## src/rtl/zjh_scan_ctrl_if.sv

```systemverilog
// Bus bundle for the 4-digit 7-segment scan controller: control inputs,
// shadow-register write port, digit selects, segment drives and status.
interface zjh_scan_ctrl_if;
    logic       enable;
    logic       wr_en;
    logic [1:0] wr_addr;
    logic [3:0] wr_data;
    logic       lz_en;
    logic       Y1, Y2, Y3, Y4;
    logic       a, b, c, d, e, f, g;
    logic [1:0] dig_idx;
    logic       frame_done;

    modport master (
        output enable, wr_en, wr_addr, wr_data, lz_en,
        input  Y1, Y2, Y3, Y4, a, b, c, d, e, f, g, dig_idx, frame_done
    );

    modport slave (
        input  enable, wr_en, wr_addr, wr_data, lz_en,
        output Y1, Y2, Y3, Y4, a, b, c, d, e, f, g, dig_idx, frame_done
    );
endinterface

```

## src/rtl/zjh_scan_ctrl.sv

```systemverilog
// Multiplexed 4-digit hex display scanner. Each digit is driven for
// SCAN_DIV cycles followed by one blank anti-ghosting cycle. Writes land in
// a shadow bank that is copied to the display bank only at frame boundaries
// so a frame never shows a mix of old and new values.
module zjh_scan_ctrl #(
    parameter int SCAN_DIV = 4
) (
    input logic         Clock,
    input logic         Aclr,
    zjh_scan_ctrl_if.slave bus
);

    typedef enum logic [1:0] {IDLE, SHOW, GAP} state_t;

    localparam logic [15:0] LAST = 16'(SCAN_DIV - 1);

    state_t          state;
    logic [15:0]     cnt;
    logic [1:0]      idx;
    logic [3:0][3:0] shadow;
    logic [3:0][3:0] shadow_nx;
    logic [3:0][3:0] disp;
    logic [3:0]      ysel;
    logic [6:0]      seg;
    logic            fdone;

    function automatic logic [6:0] hex7(input logic [3:0] v);
        case (v)
            4'h0: return 7'b1111110;
            4'h1: return 7'b0110000;
            4'h2: return 7'b1101101;
            4'h3: return 7'b1111001;
            4'h4: return 7'b0110011;
            4'h5: return 7'b1011011;
            4'h6: return 7'b1011111;
            4'h7: return 7'b1110000;
            4'h8: return 7'b1111111;
            4'h9: return 7'b1111011;
            4'hA: return 7'b1110111;
            4'hB: return 7'b0011111;
            4'hC: return 7'b1001110;
            4'hD: return 7'b0111101;
            4'hE: return 7'b1001111;
            default: return 7'b1000111;
        endcase
    endfunction

    // Leading-zero blanking: a digit goes dark only if it and every digit
    // to its left are zero; the rightmost digit always shows.
    function automatic logic [6:0] digit_seg(input logic [3:0][3:0] vals,
                                             input logic [1:0] i,
                                             input logic lz);
        logic blank;
        blank = 1'b0;
        if (lz) begin
            case (i)
                2'd3:    blank = (vals[3] == 4'h0);
                2'd2:    blank = (vals[3] == 4'h0) && (vals[2] == 4'h0);
                2'd1:    blank = (vals[3] == 4'h0) && (vals[2] == 4'h0) && (vals[1] == 4'h0);
                default: blank = 1'b0;
            endcase
        end
        return blank ? 7'b0000000 : hex7(vals[i]);
    endfunction

    function automatic logic [3:0] sel_of(input logic [1:0] i);
        return ~(4'b0001 << i);
    endfunction

    // Shadow bank including this cycle's write, so a copy on the same edge sees it.
    always_comb begin
        shadow_nx = shadow;
        if (bus.wr_en) shadow_nx[bus.wr_addr] = bus.wr_data;
    end

    // Scan FSM; outputs are registered against the state being entered.
    always_ff @(posedge Clock) begin
        if (Aclr) begin
            state  <= IDLE;
            cnt    <= '0;
            idx    <= '0;
            shadow <= '0;
            disp   <= '0;
            ysel   <= 4'hF;
            seg    <= '0;
            fdone  <= 1'b0;
        end else begin
            shadow <= shadow_nx;
            fdone  <= 1'b0;
            if (!bus.enable) begin
                state <= IDLE;
                cnt   <= '0;
                idx   <= '0;
                ysel  <= 4'hF;
                seg   <= '0;
            end else begin
                case (state)
                    IDLE: begin
                        state <= SHOW;
                        cnt   <= '0;
                        idx   <= '0;
                        disp  <= shadow_nx;
                        ysel  <= sel_of(2'd0);
                        seg   <= digit_seg(shadow_nx, 2'd0, bus.lz_en);
                    end
                    SHOW: begin
                        if (cnt == LAST) begin
                            state <= GAP;
                            ysel  <= 4'hF;
                            seg   <= '0;
                            fdone <= (idx == 2'd3);
                        end else begin
                            cnt <= cnt + 16'd1;
                            seg <= digit_seg(disp, idx, bus.lz_en);
                        end
                    end
                    GAP: begin
                        state <= SHOW;
                        cnt   <= '0;
                        idx   <= idx + 2'd1;
                        ysel  <= sel_of(idx + 2'd1);
                        if (fdone) begin
                            disp <= shadow_nx;
                            seg  <= digit_seg(shadow_nx, idx + 2'd1, bus.lz_en);
                        end else begin
                            seg  <= digit_seg(disp, idx + 2'd1, bus.lz_en);
                        end
                    end
                    default: state <= IDLE;
                endcase
            end
        end
    end

    assign bus.Y1 = ysel[0];
    assign bus.Y2 = ysel[1];
    assign bus.Y3 = ysel[2];
    assign bus.Y4 = ysel[3];
    assign {bus.a, bus.b, bus.c, bus.d, bus.e, bus.f, bus.g} = seg;
    assign bus.dig_idx    = idx;
    assign bus.frame_done = fdone;

endmodule

```

## src/flat_wrapper.sv

```systemverilog
// flat-port wrapper written by rule: the top's interface ports become plain ports
module zjh_scan_ctrl_flat 
#(
    parameter int SCAN_DIV = 4
)
  (Clock, Aclr, bus_enable, bus_wr_en, bus_wr_addr, bus_wr_data, bus_lz_en, bus_Y1, bus_Y2, bus_Y3, bus_Y4, bus_a, bus_b, bus_c, bus_d, bus_e, bus_f, bus_g, bus_dig_idx, bus_frame_done);
  zjh_scan_ctrl_if bus_i ();
  input logic Clock;
  input logic Aclr;
  input wire logic [$bits(bus_i.enable)-1:0] bus_enable;
  input wire logic [$bits(bus_i.wr_en)-1:0] bus_wr_en;
  input wire logic [$bits(bus_i.wr_addr)-1:0] bus_wr_addr;
  input wire logic [$bits(bus_i.wr_data)-1:0] bus_wr_data;
  input wire logic [$bits(bus_i.lz_en)-1:0] bus_lz_en;
  output wire logic [$bits(bus_i.Y1)-1:0] bus_Y1;
  output wire logic [$bits(bus_i.Y2)-1:0] bus_Y2;
  output wire logic [$bits(bus_i.Y3)-1:0] bus_Y3;
  output wire logic [$bits(bus_i.Y4)-1:0] bus_Y4;
  output wire logic [$bits(bus_i.a)-1:0] bus_a;
  output wire logic [$bits(bus_i.b)-1:0] bus_b;
  output wire logic [$bits(bus_i.c)-1:0] bus_c;
  output wire logic [$bits(bus_i.d)-1:0] bus_d;
  output wire logic [$bits(bus_i.e)-1:0] bus_e;
  output wire logic [$bits(bus_i.f)-1:0] bus_f;
  output wire logic [$bits(bus_i.g)-1:0] bus_g;
  output wire logic [$bits(bus_i.dig_idx)-1:0] bus_dig_idx;
  output wire logic [$bits(bus_i.frame_done)-1:0] bus_frame_done;
  assign bus_i.enable = bus_enable;
  assign bus_i.wr_en = bus_wr_en;
  assign bus_i.wr_addr = bus_wr_addr;
  assign bus_i.wr_data = bus_wr_data;
  assign bus_i.lz_en = bus_lz_en;
  assign bus_Y1 = bus_i.Y1;
  assign bus_Y2 = bus_i.Y2;
  assign bus_Y3 = bus_i.Y3;
  assign bus_Y4 = bus_i.Y4;
  assign bus_a = bus_i.a;
  assign bus_b = bus_i.b;
  assign bus_c = bus_i.c;
  assign bus_d = bus_i.d;
  assign bus_e = bus_i.e;
  assign bus_f = bus_i.f;
  assign bus_g = bus_i.g;
  assign bus_dig_idx = bus_i.dig_idx;
  assign bus_frame_done = bus_i.frame_done;
  zjh_scan_ctrl #(.SCAN_DIV(SCAN_DIV)) u_core (.Clock(Clock), .Aclr(Aclr), .bus(bus_i));
endmodule
```

## config.mk

```make
export PLATFORM = sky130hd
export DESIGN_NAME = zjh_scan_ctrl_flat
export DESIGN_NICKNAME = d
export VERILOG_FILES = /design/src/rtl/zjh_scan_ctrl_if.sv /design/src/rtl/zjh_scan_ctrl.sv /design/src/flat_wrapper.sv
export SDC_FILE = /design/constraint.sdc
export NUM_CORES = 1
export LEC_CHECK = 0
export CAP_MARGIN = 20
export CORE_UTILIZATION = 28
export CTS_BUF_LIST = sky130_fd_sc_hd__clkbuf_8
export DETAILED_ROUTE_END_ITERATION = 8
export PLACE_DENSITY = 0.45
export RECOVER_POWER = 25
export REMOVE_ABC_BUFFERS = 1
export SLEW_MARGIN = 10
export SYNTH_ARGS = -nofsm -noshare
export SYNTH_HDL_FRONTEND = slang
export SYNTH_SLANG_ARGS = --single-unit
```

## constraint.sdc

```tcl
create_clock -name Clock -period 7.96 [get_ports Clock]
set_input_delay 1.592 -clock Clock [delete_from_list [all_inputs] [get_ports Clock]]
set_output_delay 1.592 -clock Clock [all_outputs]
set_load 0.02 [all_outputs]
```

# [Yosys cells after proc, flatten, opt, wreduce, memory -nomap -nowiden]
# Memories as Yosys holds them, arrays and structs flattened.
# Index checks and enable logic that the tools add are counted.
[totals] romBits=448 in_bits=11 mem_bits_rw=0 regBits=64 latchBits=0 memories=4
[memory_table] name="(no name shown)" words=16 word_bits=7 rd=1 rd_ports_with_merged_regs=0 write_ports=0 line="zjh_scan_ctrl.sv:28" source="case (v)"
[memory_table] name="(no name shown)" words=16 word_bits=7 rd=1 rd_ports_with_merged_regs=0 write_ports=0 line="zjh_scan_ctrl.sv:28"
[memory_table] name="(no name shown)" words=16 word_bits=7 rd=1 rd_ports_with_merged_regs=0 write_ports=0 line="zjh_scan_ctrl.sv:28"
[memory_table] name="(no name shown)" words=16 word_bits=7 rd=1 rd_ports_with_merged_regs=0 write_ports=0 line="zjh_scan_ctrl.sv:28"
[op_classes] div=0 multipliers=0 muxes=47 bitwise=4 n_reduce_logical=21 shifts=1 add_sub_neg=2 eq_ne=12 order_cmp=4
[ops] operator="16-bit one-hot mux with 2 select lines" count=2
[ops] operator="16-bit 2-to-1 mux" count=3
[ops] operator="7-bit 2-to-1 mux" count=6
[ops] operator="4-bit binary-select mux with 2-bit select" count=3
[ops] operator="4-bit zero test" count=6
[ops] operator="7-bit one-hot mux with 3 select lines" count=1
[ops] operator="4-bit 2-to-1 mux" count=5
[ops] operator="1-bit 2-to-1 mux" count=18
[ops] operator="16-bit by 1-bit adder with 16-bit output (second input constant)" count=1
[ops] operator="16-bit bitwise mux" count=1
[ops] operator="16-bit by 2-bit == test with 1-bit output (second input constant)" count=1
[ops] operator="4-bit one-hot mux with 3 select lines" count=1
[ops] operator="2-bit == test (second input constant)" count=5
[ops] operator="2-bit by 3-bit < comparator with 1-bit output (second input constant)" count=3
[ops] operator="1-bit one-hot mux with 3 select lines" count=3
[ops] operator="4-bit demux with 2-bit select" count=1
[ops] operator="2-bit one-hot mux with 2 select lines" count=2
[ops] operator="2-bit by 1-bit == test with 1-bit output (second input constant)" count=3
[ops] operator="1-bit logical AND" count=5
[ops] operator="2-bit by 1-bit inequality test with 1-bit output (second input constant)" count=2
[ops] operator="4-bit inverter" count=1
[ops] operator="2-bit AND reduction" count=2
[ops] operator="2-bit nonzero test" count=2
[ops] operator="2-bit OR reduction" count=2
[ops] operator="10 further kinds" count=12

# [Depth between registers and ports, before layout]
# Gate-level depths: netlist (run 1).
[logic_depth] word_depth=18 ltp_mapped=15 mapped_depth_nobuf=12

# [Worst setup path after synthesis (run 1)]
# OpenSTA, ideal clock, no wires.
[synth_path] path_kind="input port to flip-flop" from="input port bus_wr_addr[1]" to="register u_core.seg[2]" cell_stages=9 required_ps=7837 t_arrival_ps=3727 setup_slack_ps=4110 path_cell_list="buf_1 > xnor2_1 > or3b_1 > a31oi_1 > inv_1 > ha_1 > or3_1 > a311oi_1 > o21ai_1"
[synth_between] elab_chain_len=18
[synth_rtl] item="start: declaration" line="flat_wrapper.sv:12" source="input wire logic [$bits(bus_i.wr_addr)-1:0] bus_wr_addr;"
[synth_rtl] item="2-bit by 3-bit < comparator with 1-bit output (implied by the code) / 2-bit by 1-bit greater-or-equal comparator with 1-bit output (equally long branches)" line="zjh_scan_ctrl.sv:73" source="if (bus.wr_en) shadow_nx[bus.wr_addr] = bus.wr_data;"
[synth_rtl] item="1-bit logical AND (implied by the code)" line="zjh_scan_ctrl.sv:73"
[synth_rtl] item="4-bit 2-to-1 mux (implied by the code)" line="zjh_scan_ctrl.sv:73"
[synth_rtl] item="4-bit demux with 2-bit select (*)"
[synth_rtl] item="16-bit bitwise mux (*)" line="zjh_scan_ctrl.sv:73"
[synth_rtl] item="16-bit 2-to-1 mux (*)" line="zjh_scan_ctrl.sv:73"
[synth_rtl] item="4-bit zero test, on equally long branches" line="zjh_scan_ctrl.sv:57, zjh_scan_ctrl.sv:58, zjh_scan_ctrl.sv:59"
[synth_rtl] item="1-bit logical AND" line="zjh_scan_ctrl.sv:58, zjh_scan_ctrl.sv:59"
[synth_rtl] item="[... 2 more ...]"
[synth_rtl] item="1-bit 2-to-1 mux" line="zjh_scan_ctrl.sv:55" source="if (lz) begin"
[synth_rtl] item="1-bit 2-to-1 mux" line="zjh_scan_ctrl.sv:122" source="if (fdone) begin"
[synth_rtl] item="1-bit 2-to-1 mux" line="zjh_scan_ctrl.sv:97" source="case (state)"
[synth_rtl] item="1-bit 2-to-1 mux" line="zjh_scan_ctrl.sv:90" source="if (!bus.enable) begin"
[synth_rtl] item="1-bit 2-to-1 mux" line="zjh_scan_ctrl.sv:78" source="if (Aclr) begin"
[synth_rtl] item="7-bit 2-to-1 mux" line="zjh_scan_ctrl.sv:63" source="return blank ? 7'b0000000 : hex7(vals[i]);"
[synth_rtl] item="7-bit 2-to-1 mux" line="zjh_scan_ctrl.sv:122"
[synth_rtl] item="7-bit one-hot mux with 3 select lines (*)" line="zjh_scan_ctrl.sv:97"
[synth_rtl] item="end signal: assignment" line="zjh_scan_ctrl.sv:104" source="seg <= digit_seg(shadow_nx, 2'd0, bus.lz_en);"
[synth_rtl] item="end signal: assignment" line="zjh_scan_ctrl.sv:124" source="seg <= digit_seg(shadow_nx, idx + 2'd1, bus.lz_en);"
[synth_rtl] item="end signal: assignment" line="zjh_scan_ctrl.sv:126" source="seg <= digit_seg(disp, idx + 2'd1, bus.lz_en);"
[synth_rtl] item="end: declaration" line="zjh_scan_ctrl.sv:24" source="logic [6:0] seg;"
# Mark *: on every way between the ends. The rest lies on a longest branch, timed or not. The select of a mux whose other input is x is not followed.
# A chain may end at the register's enable or synchronous reset.

==> summary.md, run 1 <==
| Metric | Value |
|---|---|
| Critical-path cell list | clkdlybuf4s50_1, nor3b_1, buf_4, nor2_1, a21oi_1, inv_1, ha_1, o2111ai_1, a32oi_1, a21oi_2, nor2b_1, a21oi_1 |
| Fin area | 5360 um^2 |
| Critical path's top delay family | compound AO/OA/AOI/OAI gates |
| Starting Density | 0.288 |
| Post-DP HPWL | around 10000 um |
| CTS clk-pin slew, worst paths | 70 ps |
| Layout area overhead | 12.4% |
| RSZ-0062 raised after global routing | false |
| Hold Path Class | flop to flop |
| Max-slew headroom | -0.0344 |
| Count of cells resized by post-cts repair | 0 |
| Vias/cell | 5.33 |
| Starting DRC count in detailed routing | 188 |
| Critical path class | input pin to flop |
| Unique masters post-synth | 77 |
| # hold bufs at CTS | 0 |
| Area of the core | 16600 um^2 |
| Wire per inst | roughly 17 um |
| IO buf count | 24 |
| Pint | roughly 0.57 mW |
| Syn Area/Cell | roughly 8.4 um^2 |
| DIE AREA | approximately 18000 um^2 |
| Final period util | 0.559 |
| Mapped Area | between 4000 and 5000 um^2 |
| R2R Path Start | u_core.bus.dig_idx[0] |
| R2R setup slack | 4050 ps |
| Vias in the first global route | 3972 |
| R2r endpoint | u_core.seg[3] |
| Share of cells above drive strength 1 | 0.0876 |
| Non-Filler Instances | 802 |
| # rows | 47 |
| CTS root buffer | clkbuf_8 |
| Vias | 4271 |
| Worst hold stages | 2 |
| Power Dens Cells | 152 nW/um^2 |
| Leak Pwr | 1.97 nW |
| Syn Inst Count | 571 |
| Setup Total Neg Slack | 0 ps |
| Worst setup SP type | input pin |
| Antenna cell count | 0 |
| Cell count after placement | 787 |
| Total grt overflow | 0 |
| Post-layout net count | 622 |
| Crit path largest cell delay | 740 ps |
| First-pass GRT wire length | ~22000 um |
| Yosys warns | 0 |
| Pre-CTS WS | 3180 ps |
| Max Slew Vio Count | 35 |
| Critical path arrival | ~4800 ps |
| Clock Skew | 6.11 ps |
| Reg2reg path depth | 13 |
| Max capacitance violation total | 1 |
| Worst-Margin Slew | 1550 ps |
| Hold slack | 499 ps |
| Clock sinks | 64 |
| Critical path fanouts, max | 16 |
| GPL Wtd Cong | about 0.85 |
| Worst hold start | u_core.ysel[0] |
| Status | complete, but fails checks |
| Largest net degree at the start of global routing | 41 |
| Seq pwr share | 0.422 |
| Clock network power share | 0.373 |
| Worst Path Buf+Inv | 3 |
| Synth Flop Type | dfxtp_1 |
| Total number of H-tree levels | 3 |
| GRT Overall Usage | 0.160 |
| Most frequent cell after synthesis | nor2_1 |
| F_max | 225 MHz |
| CTS tree | done |
| Most used cell along the critical path | a21oi_1 |
| Clk_lat worst skew | 370 ps |
| NetSw | approximately 0.25 mW |
| Switching Fraction | 0.304 |
| Initial antenna violation count | 0 |
| Largest cells by area after synthesis | dfxtp_1 (27%), ha_1 (8.7%), mux2i_1 (7.1%) |
| Placed cell areas | 5160 um^2 |
| DRC | 0 |
| Setup violators final | 0 |
| Post-synth EDFFs | 0 |
| TritonCTS buffer count | 9 |
| Synth cell count leaders | nor2_1 (86), dfxtp_1 (64), mux2i_1 (34), ha_1 (33) |
| Routed WL | 13500 um |
| FF+latch count, synth | 64 |
| Final Util | 0.323 |
| Failing checks | capacitance limit, slew limit |
| Max Root-Sink Buffers | 2 |
| Nature of the critical path endpoint | flop |
| Fraction of registers with async set/reset | 0 |
| Final Hold Viols | 0 |
| Fillers | approximately 1800 |
| Area leader, netlist | dfxtp_1 |
| Die width | 133 um |
| Total power | 0.816 mW |
| Sequential fraction of the synthesis area | 0.269 |
| Area share of the largest cell type after synthesis | 0.269 |
| Die Ht | 133 um |
| Detailed Routing Iterations Pass 1 | 5 |
| Worst path required time | 8260 ps |
| Detail Route Antenna Nets | 0 |
| I/O pin cnt | 25 |
| Slowest CP cell | clkdlybuf4s50_1 |
| Setup bufs post-CTS | 0 |
| Peak VDD IR | 76.8 uV |
| Fin crit period | between 4000 and 5000 ps |
| Hold EP | u_core.ysel[0] |
| Combinational power share | 0.205 |
| Final worst slack | 3510 ps |
[power by group through the flow]
stage | combinational (mW) | sequential [mW] | clock (mW)
final | 0.167 | 0.344 | 0.305
after floorplan | 0.110 | 0.351 | 0
after detailed placement | 0.167 | 0.352 | 0
after CTS | 0.168 | 0.344 | 0.314
after global placement | 0.165 | 0.351 | 0
after global routing | 0.186 | 0.346 | 0.324
[cells by family (layout without fill, tap and decap cells)]
logic type / Yosys count / after routing / synth area share
xor+xnor: 16 / 16 / 0.0294
simple gates: 215 / 215 / 0.228
buf+inv: 58 / 69 / 0.0543
fa+ha+maj: 33 / 33 / 0.0866
compound gates: 133 / 133 / 0.201
mux: 52 / 52 / 0.132
flops: 64 / 64 / 0.269
[registers in the layout, summed over array words and instances (netlist names)]
register               cells
u_core.cnt                16
u_core.disp               16
u_core.seg                 7
u_core.bus.frame_done      1
u_core.ysel                4
u_core.shadow             16
u_core.state               2
u_core.bus.dig_idx         2
[cell type report]
type                       instances  area, um^2  area share
sequential                        64        1280       0.239
multi-input combinational        449        3230       0.603
tap                              220         275      0.0513
clock buffer                      12         165      0.0308
clock inverter                     3        40.0     0.00747
timing repair buffer              29         274      0.0511
inverter                          25        93.8      0.0175
[how the worst max path moves through the flow]
stage                           to  cells past startpoint  slack [ps]                  start
floorplan            u_core.seg[2]                     10        3810  u_core.bus.dig_idx[0]
global placement     u_core.seg[1]                     11        3310         bus_wr_addr[1]
detailed placement   u_core.seg[0]                     12        3180              bus_wr_en
CTS                  u_core.seg[0]                     12        3550              bus_wr_en
global route        u_core.cnt[10]                      5        3130                   Aclr
finish               u_core.seg[0]                     12        3510              bus_wr_en
[metal layers]
| layer | share of wire | vias up | global-route usage | routed length, um |
|---|---|---|---|---|
| met3 | 0.047 | 23 | 0.0318 | 628 |
| met4 | 0.022 | 0 | 0.0645 | 294 |
| met5 | 0 | - | 0 | 0 |
| met2 | 0.47 | 110 | 0.261 | 6330 |
| li1 | - | 2103 | - | - |
| met1 | 0.46 | 2035 | 0.205 | 6240 |
[layout by cell type (no fill, tap or decap), types with 4 or more instances in the layout]
cell	count
nor3_1	14
nor4_1	5
dlygate4sd3_1	9
mux2_2	8
nor2b_1	15
mux4_2	7
nand4_1	5
xor2_1	8
nor2_1	86
nor3b_1	6
o22ai_1	9
buf_4	4
mux2i_1	34
clkbuf_8	12
clkdlybuf4s50_1	15
o21ai_0	18
ha_1	33
nand3_1	19
o21ai_1	7
inv_1	24
xnor2_1	8
a211oi_1	24
nor4b_1	4
nand2_1	24
a21oi_1	17
dfxtp_1	64
nand2b_1	7
a31oi_1	10
[worst register-to-register path: cells and delay by family, from the launching register on]
family / cells / cell delay [ps]
XOR/XNOR: 1 / 210
adder cells (fa/ha/maj): 2 / 640
AO/OA/AOI/OAI: 4 / 990
buffers and inverters: 4 / 1050
flip-flops: 1 / 310
AND/OR/NAND/NOR: 2 / 670
(Power assumes the default switching activity.)
==> run 2: changes to the inputs <==
Clock period 7.96 ns to 4.3 ns, I/O delays scaled along.
==> summary.md, run 2 (synthesized netlist as in run 1, its figures left out) <==
| Metric | Value |
|---|---|
| Status | complete, but fails checks |
| Failing checks | capacitance limit, slew limit |
| Hold slack | about 500 ps |
| Post-layout net count | 634 |
| Vias | 4247 |
| Starting Density | 0.288 |
| Count of cells resized by post-cts repair | 0 |
| IO buf count | 24 |
| Area of the core | roughly 17000 um^2 |
| Die Ht | 133 um |
| Max Slew Vio Count | 34 |
| Clock Skew | ~10 ps |
| Total number of H-tree levels | 3 |
| I/O pin cnt | 25 |
| Critical-path cell list | clkdlybuf4s50_1, and3_1, nor2_1, a2111oi_0, a31oi_1, inv_1, ha_1, o21bai_1, nor3b_1, o31ai_1, a32o_1 |
| Worst-Margin Slew | ~1600 ps |
| Setup bufs post-CTS | 0 |
| Starting DRC count in detailed routing | between 200 and 250 |
| Final period util | 0.878 |
| Worst path required time | 4560 ps |
| Hold Path Class | flop to flop |
| Setup violators final | 0 |
| Die width | 133 um |
| Setup Total Neg Slack | 0 ps |
| Slowest CP cell | clkdlybuf4s50_1 |
| Detail Route Antenna Nets | 0 |
| Vias/cell | 5.21 |
| GPL Wtd Cong | 0.828 |
| Vias in the first global route | between 4000 and 5000 |
| Final Util | 0.331 |
| Max-slew headroom | -0.0499 |
| Max Root-Sink Buffers | 2 |
| Crit path from | bus_wr_addr[1] |
| R2R Path Start | u_core.bus.dig_idx[0] |
| Antenna cell count | 0 |
| CTS root buffer | clkbuf_8 |
| Largest net degree at the start of global routing | 34 |
| Peak VDD IR | 137 uV |
| # hold bufs at CTS | 0 |
| Worst hold start | u_core.ysel[0] |
| Nature of the critical path endpoint | flop |
| Fillers | approximately 1800 |
| Clock sinks | 64 |
| Worst Path Buf+Inv | 2 |
| Most common cell after layout, fill and taps aside | nor2_1 |
| Initial antenna violation count | 0 |
| Final Hold Viols | 0 |
| TritonCTS buffer count | 9 |
| Critical path's top delay family | compound AO/OA/AOI/OAI gates |
| Post-DP HPWL | 10700 um |
| Clk_lat worst skew | ~370 ps |
| Biggest regs | u_core.cnt: 16 flops, u_core.disp: 16 flops, u_core.shadow: 16 flops |
| # rows | 47 |
| Storage element area | about 1300 um^2 |
| Critical path arrival | ~4000 ps |
| CTS tree | done |
| Routed WL | 13900 um |
| Worst setup SP type | input pin |
| Most frequent cells in the layout | nor2_1 (86), dfxtp_1 (64), mux2i_1 (34), ha_1 (33), inv_1 (25) |
| CTS clk-pin slew, worst paths | 70 ps |
| Critical path fanouts, max | 14 |
| Crit path largest cell delay | between 700 and 800 ps |
| Detailed Routing Iterations Pass 1 | 4 |
| Fin crit period | roughly 3800 ps |
| First-pass GRT wire length | approximately 22000 um |
| F_max | between 200 and 300 MHz |
| GRT Overall Usage | 0.165 |
| Wire per inst | 17.1 um |
| Max capacitance violation total | 1 |
| DIE AREA | roughly 18000 um^2 |
| Leak Pwr | just over 2 nW |
| Total grt overflow | 0 |
| Share of cells above drive strength 1 | 0.103 |
| RSZ-0062 raised after global routing | false |
| Power Dens Cells | 295 nW/um^2 |
| DRC | 0 |
| Critical path class | input pin to flop |
| Multi-input gate area | 3230 um^2 |
| Layout area overhead | 15.0% |
-- run 2: routing by layer --
layer	vias to the layer above	part of all wire	wire length, um	track usage
li1	2135	-	-	-
met1	1997	0.48	6740	0.217
met5	-	0	0	0
met3	20	0.033	454	0.0333
met2	95	0.46	6370	0.261
met4	0	0.024	339	0.0702
-- run 2: where the power goes --
part | internal, mW | switching (mW)
logic | 0.131 | 0.186
registers | 0.616 | 0.0223
clock network | 0.399 | 0.262
-- run 2: worst min-delay path, cell delays in order (launching register included) --
cell and delay [ps]:
dfxtp_1 310, o21ai_0 70, nand3_1 80
-- run 2: metrics by stage --
step | cell area, um^2 | power (mW) | cells | setup WS (ps)
2_1_floorplan | 4600 | 0.854 | 538 | 151
3_3_place_gp | 5250 | 0.964 | 799 | 355
3_5_place_dp | 5250 | 0.967 | 799 | 183
4_1_cts | 5500 | 1.64 | 815 | 582
5_1_grt | 5490 | 1.70 | 815 | 268
6_report | 5490 | 1.62 | 815 | 525
-- run 2: worst paths after layout --
| path | endpoint | slack (ps) | depth (start not counted) |
|---|---|---|---|
| max reg2reg | u_core.seg[1] | 610 | 12 |
| min reg2reg | u_core.ysel[0] | 500 | 2 |
| min | u_core.ysel[0] | 500 | 2 |
| max | u_core.seg[1] | 520 | 11 |
-- run 2: layout make-up --
class,instances,area share
Inverter,25,0.0171
Clock buffer,10,0.0251
Clock inverter,6,0.0196
Tap cell,220,0.0502
Multi-Input combinational cell,449,0.589
Timing Repair Buffer,41,0.0650
Sequential cell,64,0.234
==> run 3: changes to the inputs <==
Settings changed: MAX_ROUTING_LAYER set to met4.
==> summary.md, run 3 (synthesized netlist as in run 1, its figures left out) <==
| Metric | Value |
|---|---|
| Status | complete, no violations |
| Critical path arrival | 4140 ps |
| Starting DRC count in detailed routing | 278 |
| Critical-path cell list | dlygate4sd3_1, and3_1, nor2_1, a2111oi_0, a31oi_1, ha_1, nor3b_1, or3_1, a311oi_1, o21ai_1 |
| Total grt overflow | 0 |
| TritonCTS buffer count | 9 |
| Final Hold Viols | 0 |
| I/O pin cnt | 25 |
| Fin crit period | 3900 ps |
| Count of cells resized by post-cts repair | 0 |
| Total number of H-tree levels | 3 |
| WP depth | 10 |
| Critical path fanouts, max | 14 |
| Met2 usage | 0.264 |
| Post-layout net count | 629 |
| Peak VDD IR | between 200 and 250 uV |
| Vias | roughly 4300 |
| R2R Path Start | u_core.bus.dig_idx[1] |
| # hold bufs at CTS | 0 |
| Detailed Routing Iterations Pass 1 | 6 |
| Post-DP HPWL | around 11000 um |
| Max-slew headroom | 0.349 |
| R2r endpoint | u_core.seg[2] |
| Nature of the critical path endpoint | flop |
| Layout area overhead | 14.1% |
| Fillers | 1815 |
| Worst hold stages | 2 |
| Max Root-Sink Buffers | 2 |
| Hold EP | u_core.ysel[0] |
| GRT Overall Usage | 0.168 |
| F_max | about 260 MHz |
| Non-Filler Instances | between 800 and 900 |
| Storage element area | between 1000 and 1500 um^2 |
| GPL Wtd Cong | 0.860 |
| Setup violators final | 0 |
| DIE AREA | ~18000 um^2 |
| IO buf count | 24 |
| Final period util | 0.907 |
| First-pass GRT wire length | 22600 um |
| Initial antenna violation count | 0 |
| DRC | 0 |
| Clock sinks | 64 |
| Share of cells above drive strength 1 | 0.0968 |
| Most frequent cells in the layout | nor2_1 (86), dfxtp_1 (64), mux2i_1 (34), ha_1 (33), inv_1 (25) |
| Max Slew Vio Count | 0 |
| Most common cell after layout, fill and taps aside | nor2_1 |
| Worst Path Buf+Inv | 1 |
| Total power | 1.55 mW |
| CTS clk-pin slew, worst paths | roughly 70 ps |
| # rows | 47 |
| Worst-Margin Slew | 974 ps |
| Power Dens Cells | 284 nW/um^2 |
| Starting Density | 0.288 |
| Area of the core | 16600 um^2 |
| Worst hold start | u_core.ysel[0] |
| Final worst slack | 398 ps |
| Met3 Use GR | 0.0291 |
| Worst setup SP type | input pin |
| Crit path largest cell delay | 820 ps |
| Hold Path Class | flop to flop |
| Clk_lat worst skew | 350 ps |
| Leak Pwr | 2.01 nW |
| R2R setup slack | 620 ps |
| Slowest CP cell | dlygate4sd3_1 |
| Hold slack | 493 ps |
| Vias/cell | 5.28 |
| Largest net degree at the start of global routing | 42 |
| Reg2reg path depth | 12 |
| Critical path class | input pin to flop |
| CTS root buffer | clkbuf_8 |
| Setup Total Neg Slack | 0 ps |
| Multi-input gate area | 3230 um^2 |
| Cell count after placement | 794 |
| Setup bufs post-CTS | 0 |
| Antenna cell count | 0 |
| Max capacitance violation total | 0 |
| Die Ht | 133 um |
| Wire per inst | between 15 and 20 um |
| Critical path's top delay family | compound AO/OA/AOI/OAI gates |
| Clock Skew | 14.2 ps |
| Gr busiest metal | met2 |
| Detail Route Antenna Nets | 0 |
| Routed WL | around 14000 um |
| Pre-CTS WS | about 250 ps |
| Worst path required time | 4540 ps |
| CTS tree | done |
| RSZ-0062 raised after global routing | false |
| GR Util met1 | 0.217 |
| Vias in the first global route | 4075 |
| Die width | roughly 130 um |
| Biggest regs | u_core.cnt: 16 flops, u_core.disp: 16 flops, u_core.shadow: 16 flops |
## run 3: changes by cell type in the layout (fill, tap and decap cells not counted), sizes merged
cell	previous run	this run
dlygate4sd3	4	7
clkdlybuf4s50	20	17
clkinv	2	1
clkbuf	13	12
buf	14	11
bufinv	3	2
## run 3: power breakdown
part	switching (mW)	internal [mW]
Combinational	0.185	0.130
Sequential	0.0218	0.616
Clock	0.240	0.352
Total	0.447	1.10
## run 3: worst max-delay path by stage
stage                                startpoint       endpoint
after floorplan           u_core.bus.dig_idx[0]  u_core.seg[2]
after global placement           bus_wr_addr[1]  u_core.seg[4]
after detailed placement         bus_wr_addr[1]  u_core.seg[2]
after CTS                        bus_wr_addr[1]  u_core.seg[2]
after global routing             bus_wr_addr[1]  u_core.seg[1]
final                            bus_wr_addr[1]  u_core.seg[2]
## run 3: tightest hold or removal path: cells and delay by family (launching register included)
| kind | cells | cell delay [ps] |
|---|---|---|
| DFF | 1 | 310 |
| AOI/OAI and AO/OA | 1 | 70 |
| and+or+nand+nor | 1 | 70 |
## run 3: final cells by class
class,count,share of cell area
flip-flops and latches,64,0.235
repair buffers,36,0.0623
multi-input cells,449,0.594
clock buffers,11,0.0278
clock inverters,4,0.0126
inverters,25,0.0172
well taps,220,0.0506
## run 3: metrics by stage
stage | area (um^2) | utilization
after detailed placement | 5230 | 0.315
final | 5440 | 0.328
after CTS | 5450 | 0.328
after global placement | 5230 | 0.315
after floorplan | 4600 | -
after global routing | 5440 | 0.328
## run 3: per-layer routing
| layer | routed length, um | vias to the layer above |
|---|---|---|
| met4 | 354 | 0 |
| met1 | 6670 | 2038 |
| met3 | 424 | 23 |
| li1 | - | 2124 |
| met5 | 0 | - |
| met2 | 6320 | 83 |
